==> config.mk <==
export PLATFORM = sky130hd
export DESIGN_NAME = memory_arbiter
export DESIGN_NICKNAME = d
export VERILOG_FILES = /design/src/rtl/memory_arbiter.sv
export SDC_FILE = /design/constraint.sdc
export NUM_CORES = 1
export LEC_CHECK = 0
export CAP_MARGIN = 20
export CORE_MARGIN = 2
export CORE_UTILIZATION = 38
export CTS_BUF_LIST = sky130_fd_sc_hd__clkbuf_16
export DETAILED_ROUTE_END_ITERATION = 8
export HOLD_SLACK_MARGIN = 0.15
export PLACE_DENSITY = 0.9
export SYNTH_ARGS = -nofsm -noshare
export SYNTH_HDL_FRONTEND = slang
export SYNTH_SLANG_ARGS = --single-unit
==> constraint.sdc <==
create_clock -name clk -period 2.87 [get_ports clk]
set_input_delay 0.4305 -clock clk [delete_from_list [all_inputs] [get_ports clk]]
set_output_delay 0.4305 -clock clk [all_outputs]
set_load 0.01 [all_outputs]
==> src/rtl/memory_arbiter.sv <==
// memory_arbiter: shares one word-wide memory between the instruction-fetch
// port (read-only) and the load/store port (read/write). One transaction is in
// flight at a time; addresses are range/alignment checked before any access.
module memory_arbiter #(
  parameter int N               = 32,
  parameter int LENGTH          = 512,
  parameter int MAX_DATA_STREAK = 4
) (
  input  logic         clk,
  input  logic         rst,
  // fetch port
  input  logic         if_req_valid,
  input  logic [N-1:0] if_req_addr,
  output logic         if_req_ready,
  output logic         if_resp_valid,
  output logic [N-1:0] if_resp_data,
  output logic         if_resp_err,
  input  logic         if_resp_ready,
  // load/store port
  input  logic         d_req_valid,
  input  logic         d_req_we,
  input  logic [N-1:0] d_req_addr,
  input  logic [N-1:0] d_req_wdata,
  output logic         d_req_ready,
  output logic         d_resp_valid,
  output logic [N-1:0] d_resp_data,
  output logic         d_resp_err,
  input  logic         d_resp_ready,
  // memory side
  output logic         mem_rdEna,
  output logic [N-1:0] mem_rdAddr,
  output logic         mem_wrEna,
  output logic [N-1:0] mem_wrAddr,
  output logic [N-1:0] mem_wrData,
  input  logic [N-1:0] mem_rdData
);

  localparam int SW = (MAX_DATA_STREAK > 0) ? $clog2(MAX_DATA_STREAK + 1) : 1;
  localparam logic [SW-1:0] STREAK_MAX = SW'(MAX_DATA_STREAK);
  // highest byte address of a word that exists in memory
  localparam logic [N-1:0] LAST_ADDR = N'(LENGTH * 4 - 4);

  typedef enum logic [1:0] {IDLE, WAIT, RESP} state_t;

  state_t        state_reg, state_next;
  logic          owner_d_reg, owner_d_next;   // 1 = load/store port owns the transaction
  logic [SW-1:0] streak_reg, streak_next;
  logic [N-1:0]  if_data_reg, if_data_next;
  logic          if_err_reg, if_err_next;
  logic [N-1:0]  d_data_reg, d_data_next;
  logic          d_err_reg, d_err_next;

  logic          grant_fetch;
  logic          grant_data;
  logic [N-1:0]  sel_addr;
  logic          sel_we;
  logic          addr_err;

  // Arbitration: data wins by default, fetch wins when alone or when the data
  // streak has reached its limit. Grants only happen in IDLE and never in reset.
  always_comb begin
    grant_fetch = 1'b0;
    grant_data  = 1'b0;
    if (!rst && state_reg == IDLE) begin
      if (if_req_valid && (!d_req_valid || streak_reg == STREAK_MAX)) begin
        grant_fetch = 1'b1;
      end else if (d_req_valid) begin
        grant_data = 1'b1;
      end
    end
  end

  assign sel_addr = grant_data ? d_req_addr : if_req_addr;
  assign sel_we   = grant_data & d_req_we;
  assign addr_err = (sel_addr[1:0] != 2'b00) || (sel_addr > LAST_ADDR);

  // State and response registers; reset does not touch the memory itself.
  always_ff @(posedge clk or posedge rst) begin
    if (rst) begin
      state_reg   <= IDLE;
      owner_d_reg <= 1'b0;
      streak_reg  <= '0;
      if_data_reg <= '0;
      if_err_reg  <= 1'b0;
      d_data_reg  <= '0;
      d_err_reg   <= 1'b0;
    end else begin
      state_reg   <= state_next;
      owner_d_reg <= owner_d_next;
      streak_reg  <= streak_next;
      if_data_reg <= if_data_next;
      if_err_reg  <= if_err_next;
      d_data_reg  <= d_data_next;
      d_err_reg   <= d_err_next;
    end
  end

  // Next-state, response capture, streak bookkeeping and memory strobes.
  always_comb begin
    state_next   = state_reg;
    owner_d_next = owner_d_reg;
    streak_next  = streak_reg;
    if_data_next = if_data_reg;
    if_err_next  = if_err_reg;
    d_data_next  = d_data_reg;
    d_err_next   = d_err_reg;
    mem_rdEna    = 1'b0;
    mem_rdAddr   = '0;
    mem_wrEna    = 1'b0;
    mem_wrAddr   = '0;
    mem_wrData   = '0;
    case (state_reg)
      IDLE: begin
        if (grant_fetch || grant_data) begin
          owner_d_next = grant_data;
          if (addr_err) begin
            // bad address: never touches memory, answer next cycle with err
            state_next = RESP;
            if (grant_data) begin
              d_data_next = '0;
              d_err_next  = 1'b1;
            end else begin
              if_data_next = '0;
              if_err_next  = 1'b1;
            end
          end else if (sel_we) begin
            mem_wrEna   = 1'b1;
            mem_wrAddr  = sel_addr;
            mem_wrData  = d_req_wdata;
            d_data_next = '0;
            d_err_next  = 1'b0;
            state_next  = RESP;
          end else begin
            mem_rdEna  = 1'b1;
            mem_rdAddr = sel_addr;
            state_next = WAIT;
          end
        end
        // streak counts data wins that made fetch wait
        if (grant_fetch || !if_req_valid) begin
          streak_next = '0;
        end else if (grant_data && streak_reg != STREAK_MAX) begin
          streak_next = streak_reg + SW'(1);
        end
      end
      WAIT: begin
        // memory read data arrives one cycle after the enable
        if (owner_d_reg) begin
          d_data_next = mem_rdData;
          d_err_next  = 1'b0;
        end else begin
          if_data_next = mem_rdData;
          if_err_next  = 1'b0;
        end
        state_next = RESP;
      end
      RESP: begin
        if ((owner_d_reg && d_resp_ready) || (!owner_d_reg && if_resp_ready)) begin
          state_next = IDLE;
        end
      end
      default: state_next = IDLE;
    endcase
  end

  assign if_req_ready  = grant_fetch;
  assign d_req_ready   = grant_data;
  assign if_resp_valid = (state_reg == RESP) && !owner_d_reg;
  assign d_resp_valid  = (state_reg == RESP) && owner_d_reg;
  assign if_resp_data  = if_data_reg;
  assign d_resp_data   = d_data_reg;
  assign if_resp_err   = if_resp_valid & if_err_reg;
  assign d_resp_err    = d_resp_valid & d_err_reg;

endmodule

### Word-level counts from Yosys, hierarchy flattened

Index checks and enable logic that the tools add are counted.

| operators by class | value |
|---|---|
| add/sub/neg operators | 1 |
| $lt $le $gt $ge | 1 |
| eq/ne operators | 12 |
| multiplexer cells | 55 |
| bitwise operators | 3 |
| reductions and logical operators | 25 |

Operator list:

| kind | number |
|---|---|
| $mux W32 | 22 |
| $pmux W32 S2 | 2 |
| $gt A32 B11 Y1 const B | 1 |
| $mux W1 | 22 |
| $ne A2 B2 Y1 const B | 5 |
| $reduce_and A5 Y1 | 2 |
| $ne A3 B3 Y1 const B | 3 |
| $mux W2 | 4 |
| $logic_and A1 B1 Y1 | 7 |
| $mux W3 | 2 |
| $pmux W2 S3 | 1 |
| $reduce_and A2 Y1 | 3 |
| $reduce_bool A2 Y1 | 3 |
| $logic_or A1 B1 Y1 | 5 |
| $logic_not A1 Y1 | 4 |
| $pmux W1 S2 | 2 |
| $add A3 B1 Y3 const B | 1 |
| $and A1 B1 Y1 | 3 |
| $eq A3 B3 Y1 const B | 1 |
| $eq A2 B1 Y1 const B | 1 |
| $eq A2 B2 Y1 const B | 1 |
| $logic_not A2 Y1 | 1 |
| $ne A2 B1 Y1 const B | 1 |

| storage, ports and cells | value |
|---|---|
| register bits | 72 |
| bits of input ports | 135 |
| output and inout port bits | 168 |
| logic and storage cells | 104 |

### Logic depth before layout (Yosys ltp)

Gate-level depths: netlist (run 1).

| logic depth | value |
|---|---|
| depth after elaboration | 11 |
| depth in mapped cells | 9 |
| gate-level depth less buffers | 8 |

### Least setup slack after synthesis (run 1)

Ideal clock, no wire load.

| timing path | value |
|---|---|
| kind | input -> register |
| start point | input rst |
| end point | register streak_reg[2] |
| setup time | 0.121 ns |
| data arrival time | 2.671 ns |
| data required time | 2.749 ns |
| slack | 0.078 ns |
| cell stages on the path | 4 |
| path buffers | 0 |
| path through | inv_1 > o21ai_0 > a22o_1 > a22o_1 |

| between the ends | value |
|---|---|
| cells in the longest elaborated chain, start to end | 6 |
| elaborated cells on any way between the ends | 9 |
| those cells by class | mux (3); reduce/logical (6) |

Ends and longest elaborated chain:

| element | RTL line | text |
|---|---|---|
| start, declared | 10 | `input logic rst,` |
| $logic_not A1 Y1 (no line) (*) | -- |  |
| $logic_and A1 B1 Y1 (*) | 64 | `if (!rst && state_reg == IDLE) begin` |
| $mux W1 | 64 |  |
| $logic_or A1 B1 Y1 / $logic_and A1 B1 Y1 (equally long branches) | 140, 142 |  |
| $reduce_bool A2 Y1 (no line) | -- |  |
| $reduce_and A2 Y1 (no line) | -- |  |
| end signal, assigned | 90 | `streak_reg <= streak_next;` |
| end, declared | 47 | `logic [SW-1:0] streak_reg, streak_next;` |

Mark *: on every way between the ends. The rest lies on a longest branch, timed or not.
A chain may end at the register's enable or synchronous reset.

### Worst setup path in the final report (run 1)

| timing path | value |
|---|---|
| start point | input d_req_addr[15] |
| end point | output mem_rdAddr[2] |

| between the ends | value |
|---|---|
| cells in the longest elaborated chain, start to end | 6 |

Ends and longest elaborated chain:

| element | RTL line | text |
|---|---|---|
| start, declared | 22 | `input logic [N-1:0] d_req_addr,` |
| $mux W32 | 73 | `assign sel_addr = grant_data ? d_req_addr : if_req_addr;` |
| $gt A32 B11 Y1 | 75 | `assign addr_err = (sel_addr[1:0] != 2'b00) \|\| (sel_addr > LAST_ADDR);` |
| $logic_or A1 B1 Y1 | 75 |  |
| $mux W32 | 116 | `if (addr_err) begin` |
| $mux W32 | 114 | `if (grant_fetch \|\| grant_data) begin` |
| $mux W32 | 112 | `case (state_reg)` |
| end, declared | 31 | `output logic [N-1:0] mem_rdAddr,` |

Every way passes these cells.

==> impl_metrics.ini, run 1 <==
[status]
status = finished, violations left
violations = negative setup slack

[floorplanning]
dieArea_um2 = 13610
die_w_um = 116.7
ios = 303
start_util_pct = 38.53
coreArea_um2 = 12520
die_h_um = 116.7
rows = 41

[placement]
postPlaceCellArea_um2 = 7516
place_ws_ps = -438.3
numPortBuffers = 256
placed_cells = 977
gp_congestion = 0.8943
dp_hpwl_um = 13220

[critical_path]
cp.required_ps = 2440
crit_path_cell_trace = clkdlybuf4s50_1, nor4_2, nand4_1, buf_4, nor4_4, buf_4, o21ai_4, a21oi_1, dlygate4sd2_1
regToRegSetupSlack_ps = 420
critPathMaxStageDelay_ps = 420
end_kind = output pin
path_max_fanout = 6
cp.arrival_ps = 2450
timing_worst_setup_path_type = primary input to output pin
cp_slowest_cell = clkdlybuf4s50_1
critical_path.top_delay_family = buffers and inverters
critPathBufInv = 4
cp-start-kind = primary input
crit_top_cell = buf_4

[clocking]
tritoncts = yes
clk_pin_slew_ps = 60
h-tree-depth = 3
cts-buffers-inserted = 9
cts_max_path_buffers = 2
clock-root-buffer = clkbuf_16
clk_latency_ps = 330
clock-sinks = 72

[pwr]
p_leak_nw = 3.429
total_power_mw = 2.871
ir_drop_mv = 0.2383
powerDensity_nw_per_um2 = 364.8

[detailed_routing]
first_iter_violations = 506
vias = 5392
ant_nets = 0
routedWlPerCell_um = 18.22
wl_um = 18230
dr.pass1.iters = 5
remaining_drc_errors = 0
via_per_inst = 5.387

[sta]
fmax_mhz = 347.5
period_share_pct = 100.3
tightest_slew_ps = 983.8
worst_slack_ps = -7.615
slew-limit-headroom_pct = 34.26
finalSetupTns_ps = -7.615
rsz0062_at_grt = yes
setup_viol = 1
post-route-min-period_ps = 2878
worst_hold_slack_ps = 523.4
drv_slew = 0
hold_violations = 0
clock-skew-final_ps = 8.276

[final_layout]
stdcell_area_um2 = 7870
fillCellCount = 1043
diodes = 0
final_layout_size_suffix_gt1_share_pct = 14.48
fin_util_pct = 62.87
syn2layout_area_growth_pct = 63.16
fin_cells = 1001
nets = 961

[synth]
syn_area_um2 = 4823
synth_edf_count = 0
yosysSeqAreaShare_pct = 37.35
synth_top_area_share_pct = 37.35
synth_area_leaders = dfrtp_1 (37%), nand3_1 (10%), o311ai_2 (10%)
synth_area_leader_cell = dfrtp_1
ys_warn_count = 0
async_reset_ff_share_pct = 100.0
syn_inst = 567
synthTopCellsByCount = nand3_1 (98), nand2_1 (89), dfrtp_1 (72)
synth_cell_type_count = 40
ys.flop_type = dfrtp_1
avgSynthCellArea_um2 = 8.507
ys_seq_elements = 72
yosysMostFrequentCell = nand3_1

[global_route]
track_usage_pct = 25.62
grt_max_degree = 69
grt_pass1_vias = 5247
antenna_found_initial = 0
grt_pass1_wl_um = 27100
grt_overflow = 0

[run]
cap_violations = 0

[worst_hold_path]
hold_class = primary input to async pin
[final timing paths]
path	start	end	cells past startpoint
max in group asynchronous	rst	d_resp_data[11]$_DFFE_PP0P_	4
worst max register to register	streak_reg[0]$_DFFE_PP0P_	if_resp_data[15]$_DFFE_PP0P_	10
worst min register to register	if_resp_data[24]$_DFFE_PP0P_	if_resp_data[24]$_DFFE_PP0P_	2
min in group clk	if_resp_data[24]$_DFFE_PP0P_	if_resp_data[24]$_DFFE_PP0P_	2
worst min-delay path	rst	state_reg[1]$_DFFE_PP0P_	3
worst max-delay path	d_req_addr[15]	mem_rdAddr[2]	9
[tightest hold or removal path, stage by stage]
cell and delay [ps]:
clkdlybuf4s50_1 470, buf_4 180, inv_2 130
[routing by layer]
layer | share of wire, % | wire, um | up-vias | global-route usage (%)
met2 | 52 | 9535 | 311 | 45.93
met1 | 36 | 6610 | 2601 | 29.81
met4 | 3.4 | 618 | 0 | 10.59
met3 | 8.1 | 1470 | 46 | 5.241
li1 | - | - | 2434 | -
met5 | 0 | 0 | - | 0
[cell usage in the layout (no fill, tap or decap), types with 4 or more instances in the layout]
cell and n:
clkdlybuf4s50_1 204, nand3_1 98, nand2_1 89, dfrtp_1 71, conb_1 46, and3_1 42
inv_1 38, buf_4 35, clkdlybuf4s15_1 34, o211ai_1 32, o311ai_2 30, clkbuf_2 12
clkbuf_16 10, a21oi_1 9, nor4_1 6, o21ai_0 5, dlygate4sd2_1 5, nor4_2 4
and2_1 4
[logic make-up (layout without fill, tap and decap cells)]
kind of cell / Yosys count / in the layout / share of synthesized area, %
buffers and inverters: 134 / 350 / 14.89
adders and majority gates: 2 / 2 / 0.5187
other: 1 / 46 / 0.07775
and+or+nand+nor: 264 / 264 / 27.60
DFF: 72 / 72 / 37.35
muxes: 1 / 1 / 0.2334
AOI/OAI and AO/OA: 93 / 94 / 19.33
[what timing repair did]
| item | CTS | global route |
|---|---|---|
| hold endpoints to repair | 0 | 0 |
| resized for setup | 61 | 60 |
| cloned | 1 | 1 |
| setup buffers | 2 | 4 |
| pin swaps | 4 | 4 |
| setup endpoints to repair | 52 | 41 |
| hold buffers | 0 | 0 |
[power by group]
group / total (mW) / switching (mW) / internal, mW
registers: 1.11 / 0.0499 / 1.06
clock network: 1.04 / 0.459 / 0.585
logic: 0.721 / 0.362 / 0.359
total: 2.87 / 0.871 / 2.00
[cell type report]
class | count | area (um^2) | area share, %
multi-input combinational | 407 | 2585 | 32.85
clock inverter | 7 | 48.80 | 0.6200
sequential | 72 | 1803 | 22.91
tap | 172 | 215.2 | 2.734
clock buffer | 9 | 225.2 | 2.862
inverter | 39 | 146.4 | 1.860
timing repair buffer | 295 | 2846 | 36.17
No activity file was read; power rests on OpenSTA's default activity.
==> run 2, diff against run 1 <==
Settings changed: CORE_AREA set to 2 2 116 118, CORE_MARGIN 2 to not set, CORE_UTILIZATION 38 to not set, DIE_AREA set to 0 0 118 120, PLACE_DENSITY 0.9 to 0.89.
==> impl_metrics.ini, run 2 (same netlist as run 1, synthesis figures left out) <==
[sta]
worst_slack_ps = 7.004
fmax_mhz = 349.3
finalSetupTns_ps = 0
clock-skew-final_ps = 5.721
tightest_slew_ps = 791.8
drv_slew = 0
period_share_pct = 99.76
hold_violations = 0
setup_viol = 0
rsz0062_at_grt = yes
post-route-min-period_ps = 2863
worst_hold_slack_ps = 521.7
slew-limit-headroom_pct = 47.21

[critical_path]
end_kind = output pin
critical_path.top_delay_family = buffers and inverters
critPathBufInv = 6
cp_slowest_cell = clkdlybuf4s50_1
path_max_fanout = 15
cp-start-kind = primary input
crit_path_cell_trace = clkdlybuf4s50_1, nor4_2, nand4_1, buf_4, nor3_4, buf_4, buf_4, bufbuf_16, and3_1, clkdlybuf4s15_2
cp.arrival_ps = 2430
crit_top_cell = buf_4
critPathMaxStageDelay_ps = 440
cp.required_ps = 2440
timing_worst_setup_path_type = primary input to output pin

[placement]
gp_congestion = 0.7960
numPortBuffers = 256
placed_cells = 978
postPlaceCellArea_um2 = 7503
dp_hpwl_um = 13500
place_ws_ps = -511.6

[final_layout]
syn2layout_area_growth_pct = 62.88
stdcell_area_um2 = 7856
diodes = 0
fillCellCount = 1121
fin_util_pct = 60.53
final_common_cell = clkdlybuf4s50_1
final_layout_size_suffix_gt1_share_pct = 14.82
nets = 962
fin_cells = 1006
final_cell_mix = clkdlybuf4s50_1 (204), nand3_1 (98), nand2_1 (89)

[pwr]
p_clk_share_pct = 35.3
p_seq_share_pct = 39.5
total_power_mw = 2.800
p_leak_nw = 3.564
powerDensity_nw_per_um2 = 356.4
p_sw_share_pct = 29.42
internal-power_mw = 1.976
ir_drop_mv = 0.2666
switching_power_mw = 0.8239
combPwrFrac_pct = 25.3

[detailed_routing]
dr.pass1.iters = 5
first_iter_violations = 704
ant_nets = 0
routedWlPerCell_um = 18.15
via_per_inst = 5.383
remaining_drc_errors = 0
vias = 5415
wl_um = 18260

[floorplanning]
dieArea_um2 = 14160
die_w_um = 118
rows = 42
start_util_pct = 37.16
coreArea_um2 = 12980
ios = 303
die_h_um = 120

[global_route]
track_usage_pct = 25.11
grt_pass1_wl_um = 28350
antenna_found_initial = 0
grt_overflow = 0
grt_max_degree = 60
grt_pass1_vias = 5245

[clocking]
clock-root-buffer = clkbuf_16
tritoncts = yes
postCtsHoldBufs = 0
clock-sinks = 72
clk_pin_slew_ps = 50
cts_max_path_buffers = 2
cts-buffers-inserted = 9
clk_latency_ps = 330
h-tree-depth = 3

[run]
cap_violations = 0

[worst_hold_path]
hold_class = register to register

[status]
status = complete, no violations
run 2: cell types whose count changed in the layout (fill, tap and decap cells not counted), moves of 4 or more:
cell / delta
buf_4: +4
buf_2: +5
buf_6: +4
clkbuf_2: -10
dlygate4sd2_1: +31
clkdlybuf4s15_1: -34
run 2: what timing repair did:
| item | 4_1_cts | 5_1_grt |
|---|---|---|
| setup buffers | 8 | 1 |
| cloned | 3 | 0 |
| gates resized for setup | 98 | 20 |
| pin swaps | 3 | 3 |
| setup endpoints to repair | 52 | 20 |
run 2: per-layer routing:
| metal | global-route usage, % | vias to the layer above | wire length [um] |
|---|---|---|---|
| met4 | 11.75 | 0 | 718 |
| li1 | - | 2435 | - |
| met5 | 0 | - | 0 |
| met1 | 30.42 | 2601 | 6801 |
| met3 | 4.848 | 53 | 1412 |
| met2 | 43.10 | 326 | 9329 |
run 2: worst paths after layout:
| path | from | to | slack (ps) | cells after the start |
|---|---|---|---|---|
| max | d_req_addr[16] | mem_wrData[13] | 7 | 10 |
| min | d_resp_data[25]$_DFFE_PP0P_ | d_resp_data[25]$_DFFE_PP0P_ | 520 | 2 |
| max reg2reg | streak_reg[0]$_DFFE_PP0P_ | if_resp_data[2]$_DFFE_PP0P_ | 220 | 12 |
| min reg2reg | d_resp_data[25]$_DFFE_PP0P_ | d_resp_data[25]$_DFFE_PP0P_ | 520 | 2 |
| max in group asynchronous | rst | d_resp_data[25]$_DFFE_PP0P_ | 1650 | 4 |
| min in group asynchronous | rst | d_err_reg$_DFFE_PP0P_ | 570 | 3 |
run 2: cell type report:
type | instances | area (um^2) | share of cell area, %
multi-input combinational | 407 | 2575 | 32.78
tap | 176 | 220.2 | 2.803
inverter | 39 | 146.4 | 1.863
timing repair buffer | 296 | 2854 | 36.33
sequential | 72 | 1803 | 22.95
clock inverter | 7 | 32.53 | 0.4141
clock buffer | 9 | 225.2 | 2.867
run 2: power groups by stage:
stage               Combinational, mW  Clock, mW  Sequential (mW)
floorplan                       0.340          0             1.11
global placement                0.685          0             1.12
finish                          0.707      0.988             1.11
CTS                             0.700       1.00             1.10
detailed placement              0.689          0             1.12
global route                    0.763       1.05             1.11
run 2: worst reg2reg max path: stages, from the launching register on:
cell and delay, ps:
dfrtp_1 400, inv_1 60, ha_1 210, nand3_1 140, nand3_4 150, nor3_4 220
buf_4 150, buf_4 100, bufbuf_16 260, buf_4 320, nor2_4 120, buf_12 180
o311ai_2 250
==> run 3, diff against run 2 <==
Settings changed: SLEW_MARGIN set to 20.
==> results of run 3 <==
Same layout as run 2: the final DEF is identical, and so are final timing and power.
==> RTL edit: new RTL, config.mk and constraints of run 1 <==
Make the reset (`rst`) synchronous in one clocked block.
--- a/src/rtl/memory_arbiter.sv
+++ b/src/rtl/memory_arbiter.sv
@@ -75,7 +75,7 @@
   assign addr_err = (sel_addr[1:0] != 2'b00) || (sel_addr > LAST_ADDR);
 
   // State and response registers; reset does not touch the memory itself.
-  always_ff @(posedge clk or posedge rst) begin
+  always_ff @(posedge clk) begin
     if (rst) begin
       state_reg   <= IDLE;
       owner_d_reg <= 1'b0;
Behaviour: differs if rst is asserted again (counterexample within 4 cycles, from zero or initial values and one cycle with rst high); with rst held inactive, the same outputs for 4 cycles.
==> RTL edit against run 1 <==
  * Design area fell by 5.4%
  * Area after synthesis decreased by 5.9%
  * Total power shrank 9.5%
  * Cell count decreased by 5.5%
  * Fmax grew 2.2%
  * Core utilization increased by 1.8 points
  * Wire length up 13%
  * Setup slack better by 61 ps
  * Sequential cell count is the same
  * Critical path type unchanged
==> RTL edit: results (changes against run 1) <==
Worst-margin pin slew - 1030 ps (+48.6 ps)
Post-Synthesis Cells - 548 (-3.4%)
Critical path destination - mem_rdAddr[2]
Largest net degree at the start of global routing - 73 (+5.8%)
Avg Vias per Cell - 5.88 (+9.2%)
Count of TritonRoute iterations in the first routing pass - 8 (+3)
R2R setup slack - 530 ps (+110 ps)
Placed instance count - 923 (-5.5%)
Quantity of I/O buffers inserted on ports - 256 (unchanged)
Arrival time at the worst endpoint - 2390 ps (-60 ps)
Logic gate share of total power - 0.187 (-0.064)
Leak pwr - 2.75 nW (-20%)
Most frequently used flop master after synthesis - sky130_fd_sc_hd__dfxtp_1
Largest cells by area after synthesis - sky130_fd_sc_hd__dfxtp_1, sky130_fd_sc_hd__a211oi_2, sky130_fd_sc_hd__buf_4
Placed wire-length estimate - 14,500 um (+9.8%)
Routed Wire Length - 20,500 um (+13%)
Clock root cell - sky130_fd_sc_hd__clkbuf_16
Worst slack at placement - -717 ps (-279 ps)
Cell count of the worst reg-to-reg path - 9 (-1)
Layout Nets - 934 (-2.8%)
Share of power burned in the clock network - 0.424 (+0.060)
RR Startpoint - streak_reg[0]
Largest vdd supply drop - 0.000320 V (+34%)
Ys async rst share - 0 (-1.00)
Initial antenna violation count - 2 (+2)
Routability cong. - 0.921 (+3.0%)
Number of buffers between clock root and the deepest sink - 2 (unchanged)
Inserted Clock Buffers - 9 (unchanged)
List of most frequent post-synthesis cells - sky130_fd_sc_hd__dfxtp_1, sky130_fd_sc_hd__nand2_1, sky130_fd_sc_hd__clkbuf_1
Global-route wire length before repair - 29,900 um (+10%)
Sequential-to-total area share from yosys stat - 0.317 (-0.0561)
Dpl cell area - 0.00722 mm^2 (-3.9%)
Final cell count without fillers - 946 (-5.5%)
H-tree levels - 3 (unchanged)
Class of the worst hold path - reg2reg
Endpoint of the most critical register-to-register path - d_resp_data[10]
Count of routing violations after the opening detailed-route iteration - 689 (+36%)
Total track usage - 0.305 (+0.0486)
Clk pin slew, worst setup/hold paths - 60 ps (about the same)
Outcome - complete, no violations
Share of final-layout standard cells stronger than drive strength 1 - 0.204 (+0.0597)
Time the final worst path needs with I/O delays and setup - 2820 ps (-60.7 ps)
Via count of the first global-routing pass - 5,040 (-3.9%)
Combinational gate power - 0.000485 W (-33%)
Warning count from the yosys run - 0 (unchanged)
Max Clock Skew - 9.90 ps (+1.62 ps)
Int Power - 0.00190 W (-5.2%)
CP Launch Point - if_req_addr[1]
CP Max Fanout - 6 (unchanged)
Insertion delay to the later sink of the worst-skew pair - 340 ps
## RTL edit: changes by cell type after synthesis, moves of 34 or more
| cell | before | now |
|---|---|---|
| sky130_fd_sc_hd__and2_1 | 4 | 42 |
| sky130_fd_sc_hd__a31oi_1 | 0 | 34 |
| sky130_fd_sc_hd__nand4_1 | 3 | 37 |
| sky130_fd_sc_hd__a21oi_1 | 12 | 48 |
| sky130_fd_sc_hd__nand3_1 | 98 | 2 |
| sky130_fd_sc_hd__dfxtp_1 | 0 | 72 |
| sky130_fd_sc_hd__and3_1 | 42 | 2 |
| sky130_fd_sc_hd__dfrtp_1 | 72 | 0 |
## RTL edit: critical path: stages
cell and delay [ps]:
sky130_fd_sc_hd__clkdlybuf4s50_1 400, sky130_fd_sc_hd__or4_4 550, sky130_fd_sc_hd__a211o_1 330, sky130_fd_sc_hd__a21oi_2 130, sky130_fd_sc_hd__o21ai_1 80, sky130_fd_sc_hd__buf_4 180, sky130_fd_sc_hd__a21oi_1 130, sky130_fd_sc_hd__clkbuf_2 150
## RTL edit: per-layer routing
metal / global-route usage / vias to the layer above / wire length, um / share of wire
li1: - / 2479 / - / -
met2: 0.453 / 430 / 8830 / 0.43
met4: 0.0902 / 0 / 510 / 0.025
met5: 0 / - / 0 / 0
met3: 0.130 / 52 / 2780 / 0.14
met1: 0.402 / 2604 / 8410 / 0.41
## RTL edit: logic make-up (layout without fill, tap and decap cells)
group / after synthesis / in the layout / share of synthesized area
mux: 2 / 2 / 0.00441
simple gates: 201 / 201 / 0.263
other cells: 1 / 47 / 0.000826
buf+inv: 113 / 322 / 0.142
fa+ha+maj: 2 / 2 / 0.00551
flops: 72 / 72 / 0.317
compound gates: 157 / 157 / 0.267
## RTL edit: final cells by class
| cell class | count | area (um^2) |
|---|---|---|
| fillers | 925 | 4070 |
| inverters | 7 | 26.3 |
| clock buffers | 9 | 225 |
| multi-input cells | 408 | 2760 |
| repair buffers | 299 | 2740 |
| well taps | 143 | 179 |
| diodes | 1 | 2.50 |
| clock inverters | 7 | 63.8 |
| flip-flops and latches | 72 | 1440 |
## RTL edit: how the worst min path moves through the flow
stage / startpoint / to / slack, ps / cells past startpoint
floorplan: if_err_reg / if_err_reg / 430 / 1
global placement: if_err_reg / if_err_reg / 440 / 1
detailed placement: if_err_reg / if_err_reg / 460 / 1
CTS: if_err_reg / if_err_reg / 480 / 1
global route: d_resp_data[25] / d_resp_data[25] / 510 / 2
finish: if_err_reg / if_err_reg / 480 / 1
## RTL edit: timing repair
item / CTS / global route
setup endpoints to repair: 52 / 53
cloned: 2 / 1
pin swaps: 4 / 7
endpoints found under the hold margin: 0 / 0
buffers inserted: 3 / 2
gates resized for setup: 124 / 82
